===== config.mk =====
export PLATFORM = sky130hd
export DESIGN_NAME = ramn_flat
export DESIGN_NICKNAME = d
export VERILOG_FILES = /design/src/rtl/ramn_if.sv /design/src/rtl/ramn.sv /design/src/flat_wrapper.sv
export SDC_FILE = /design/constraint.sdc
export NUM_CORES = 1
export LEC_CHECK = 0
export ABC_CLOCK_PERIOD_IN_PS = 5000
export BUFFER_PORTS_ARGS = -buffer_cell sky130_fd_sc_hd__clkbuf_2
export CAP_MARGIN = 30
export CORE_ASPECT_RATIO = 0.8
export CORE_UTILIZATION = 45
export DETAILED_ROUTE_END_ITERATION = 16
export PLACE_DENSITY_LB_ADDON = 0.2
export SLEW_MARGIN = 20
export SYNTH_ARGS = -nofsm -noshare
export SYNTH_HDL_FRONTEND = slang
export SYNTH_SLANG_ARGS = --single-unit

===== constraint.sdc =====
create_clock -name clk -period 5 [get_ports clk]
set_input_delay 0.25 -clock clk [delete_from_list [all_inputs] [get_ports clk]]
set_output_delay 0.25 -clock clk [all_outputs]
set_load 0.01 [all_outputs]

===== src/rtl/ramn_if.sv =====
// Bus bundle for the ramn word RAM: write data, address, strobes and read-side status.
// The master drives requests and the slave (the RAM) returns read data and busy.
interface ramn_if #(
  parameter int WIDTH      = 16,
  parameter int ADDR_WIDTH = 3
);
  logic [WIDTH-1:0]      in;
  logic [ADDR_WIDTH-1:0] address;
  logic                  load;
  logic                  clear;
  logic [WIDTH-1:0]      out;
  logic                  busy;

  modport master (
    output in, address, load, clear,
    input  out, busy
  );

  modport slave (
    input  in, address, load, clear,
    output out, busy
  );
endinterface


===== src/rtl/ramn.sv =====
// Parametrised WIDTH x 2^ADDR_WIDTH RAM with combinational read, clocked write,
// and a one-word-per-cycle hardware clear sweep started by reset or a clear request.
module ramn #(
  parameter int WIDTH      = 16,
  parameter int ADDR_WIDTH = 3
) (
  input  logic   clk,
  input  logic   reset,
  ramn_if.slave  bus
);
  localparam int DEPTH = 1 << ADDR_WIDTH;

  typedef enum logic {
    IDLE,
    CLEAR
  } state_t;

  state_t                state;
  state_t                state_next;
  logic [ADDR_WIDTH-1:0] ptr;
  logic [ADDR_WIDTH-1:0] ptr_next;
  logic [WIDTH-1:0]      mem [DEPTH];

  always_ff @(posedge clk) begin
    if (reset) begin
      state <= CLEAR;
      ptr   <= '0;
    end else begin
      state <= state_next;
      ptr   <= ptr_next;
    end
  end

  // The sweep cannot be restarted by clear; only reset rewinds ptr mid-sweep.
  always_comb begin
    state_next = state;
    ptr_next   = ptr;
    case (state)
      IDLE: begin
        if (bus.clear) begin
          state_next = CLEAR;
          ptr_next   = '0;
        end
      end
      CLEAR: begin
        ptr_next = ptr + ADDR_WIDTH'(1);
        if (&ptr) begin
          state_next = IDLE;
        end
      end
      default: begin
        state_next = IDLE;
        ptr_next   = '0;
      end
    endcase
  end

  always_comb begin
    bus.busy = (state == CLEAR);
    bus.out  = (state == CLEAR) ? '0 : mem[bus.address];
  end

  // A clear request in IDLE takes priority over a same-cycle write.
  always_ff @(posedge clk) begin
    if (!reset) begin
      if (state == CLEAR) begin
        mem[ptr] <= '0;
      end else if (!bus.clear && bus.load) begin
        mem[bus.address] <= bus.in;
      end
    end
  end
endmodule


===== src/flat_wrapper.sv =====
// flat-port wrapper written by rule: the top's interface ports become plain ports
module ramn_flat 
#(
  parameter int WIDTH      = 16,
  parameter int ADDR_WIDTH = 3
)
  (clk, reset, bus_in, bus_address, bus_load, bus_clear, bus_out, bus_busy);
  ramn_if #(.WIDTH(WIDTH), .ADDR_WIDTH(ADDR_WIDTH)) bus_i ();
  input  logic clk;
  input  logic reset;
  input wire logic [$bits(bus_i.in)-1:0] bus_in;
  input wire logic [$bits(bus_i.address)-1:0] bus_address;
  input wire logic [$bits(bus_i.load)-1:0] bus_load;
  input wire logic [$bits(bus_i.clear)-1:0] bus_clear;
  output wire logic [$bits(bus_i.out)-1:0] bus_out;
  output wire logic [$bits(bus_i.busy)-1:0] bus_busy;
  assign bus_i.in = bus_in;
  assign bus_i.address = bus_address;
  assign bus_i.load = bus_load;
  assign bus_i.clear = bus_clear;
  assign bus_out = bus_i.out;
  assign bus_busy = bus_i.busy;
  ramn #(.WIDTH(WIDTH), .ADDR_WIDTH(ADDR_WIDTH)) u_core (.clk(clk), .reset(reset), .bus(bus_i));
endmodule

==> metrics.txt <==
worst-margin pin slew 0.940 ns; ANT nets after route 0; synth top area cells edfxtp_1, mux4_1, mux4_2, mux2i_1, and2_1; CP Max Fanout 11; sequential fraction of the synthesis area 0.726; ANT cells 0; Yosys cell types 26; Clock Latency Late Sink 0.42 ns; initial antenna violation count 0; Remaining Overflow, GRT 0; largest net degree at the start of global routing 35; multi-input logic area 1400 µm²; CTS clk-pin slew, worst paths 0.05 ns; total power 0.00256 W; # fillers 906; total length of routed wires 10500 µm; final setup vio count 0; DR DRC count 0; min-delay src reset; flop-to-flop setup slack 2.25 ns; share of cells above drive strength 1 0.310; Final Hold Fails 0; hold_buf cts 0; H-tree levels 4; Finished Layout Cells 474; Startpoint Class flip-flop; fin. max-slew vios 0; Syn. warnings 0; Highest Signal Layer met4; CORE AREA 11600 µm²; dominant synthesized flop cell edfxtp_1; Placed Instances 442; DR iter-0 viols 207; Synthesized Nets 284; max frequency 364 MHz; cell leakage power 2.48 nW; cell area after synthesis 5400 µm²; Sequential Area 3920 µm²; wire per inst 22.1 µm; Via-to-Cell Ratio 5.59; detailed-route via count 2649; unrepaired setup endpoints after global routing no; area leader, netlist edfxtp_1; met3 WL 457 µm; final worst slack 2.25 ns; WL met2 4590 µm; Final Critical Period 2.75 ns; post-synth top area share 0.711; Sink Count 132; cell count after synthesis 259; hold endpoint u_core.ptr[0]; CTS Buf Count 17; Power Density 402 nW/µm²; clock skew 0.00490 ns; worst rel slew slack 0.373; Async SR Flop Fraction 0; Die ar. 12500 µm²; M1 WL 5240 µm; Post-Route Setup TNS 0 ns; root buffer selected by CTS clkbuf_16; IO buf count 39; GRT Util Overall 0.184; initial core utilization 0.466; io pins 40; Rows 35; #FFs+latches synth 132; most instantiated library cell after synthesis edfxtp_1; FF-to-FF Start u_core.bus.busy; Worst Path Required 5.12 ns; clock buffer depth 2; first-pass GRT wire length 16000 µm; status finished clean; maximum resistive drop on vdd 0.000274 V; Hold WS 0.116 ns; FF-to-FF path depth 5; Final period util 0.550; TritonCTS clock tree built; RePlAce Congestion 0.719; max cap viols 0; setup bufs post-CTS 0; DP Wirelength 6550 µm; Post-synth top cells edfxtp_1, mux4_1, nor2_1, mux2i_1, and2_1; critical path class flip-flop to flip-flop; post-place setup slack 2.16 ns; Worst setup EP type flip-flop; count of flip-flops with a built-in enable after synthesis 128; die width 125 µm; die height 100 µm; final-stage net count 338; synthesis-to-finish area growth 18.0%; Hold WC Path Type input port to flip-flop; Mean Syn Cell Area 20.9 µm²; worst path arrival time 2.87 ns; Post-CTS Resized 0; R2R Path End u_core.mem[6][6]; number of global-route vias before repair 2627; Pre-antenna DRT Iters 4; WHS Path Cells 2
-- cells by family (layout without fill, tap and decap cells) --
family / count (synthesis) / in the layout / synth area share
compound gates: 6 / 6 / 0.00649
fa+ha+maj: 2 / 2 / 0.00463
buf+inv: 15 / 82 / 0.0227
flops: 132 / 132 / 0.726
mux: 52 / 52 / 0.186
simple gates: 52 / 52 / 0.0537
-- flip-flops by register name, summed over array words and instances, names as in the netlist --
register and count:
u_core.mem 128, u_core.ptr 3, u_core.bus.busy 1
-- worst max-delay path: stages, from the launching register on --
cell	delay, ns
dfxtp_1	0.33
nor4b_4	0.65
buf_6	0.24
mux2i_1	0.19
nor3_2	0.72
buf_4	0.31
-- power by group --
| part | internal (W) | switching [W] |
|---|---|---|
| sequential | 0.00122 | 0.00000641 |
| clock | 0.000779 | 0.000451 |
| combinational | 0.0000461 | 0.0000587 |
-- cell usage in the layout (no fill, tap or decap), types with 4 or more instances in the layout --
cell         n
mux4_2      10
dfxtp_1      4
clkbuf_16   17
buf_4       10
a21oi_1      4
mux4_1      22
clkbuf_2    39
edfxtp_1   128
and2_1      16
nor2_1      20
mux2i_1     18
nor3_2       8
-- layer usage --
metal	vias to the layer above	global-route usage
met5	-	0
met4	0	0.0714
met3	16	0.0581
met2	62	0.258
met1	1387	0.270
li1	1184	-
-- stage by stage --
| stage | instance area, µm² | util |
|---|---|---|
| after floorplan | 5400 | - |
| after global placement | 5780 | 0.498 |
| after detailed placement | 5790 | 0.499 |
| after CTS | 6380 | 0.550 |
| after global routing | 6380 | 0.550 |
| final | 6380 | 0.550 |
-- final cells by class --
type | instances | share of cell area
Clock inverter | 14 | 0.0253
Tap cell | 148 | 0.0290
Timing Repair Buffer | 50 | 0.0441
Clock buffer | 18 | 0.0673
Sequential cell | 132 | 0.615
Multi-Input combinational cell | 112 | 0.219
-- how the worst max path moves through the flow --
| stage | start | endpoint | slack (ns) | cells past startpoint |
|---|---|---|---|---|
| 3_5_place_dp | bus_clear | u_core.mem[0][14] | 2.16 | 6 |
| 4_1_cts | u_core.bus.busy | u_core.mem[0][0] | 2.21 | 5 |
| 6_report | u_core.bus.busy | u_core.mem[6][6] | 2.25 | 5 |
| 3_3_place_gp | bus_clear | u_core.mem[6][13] | 1.96 | 5 |
| 2_1_floorplan | u_core.bus.busy | u_core.mem[0][0] | 2.12 | 5 |
| 5_1_grt | u_core.bus.busy | u_core.mem[6][6] | 2.06 | 5 |
Power figures use the tool's default switching activity.
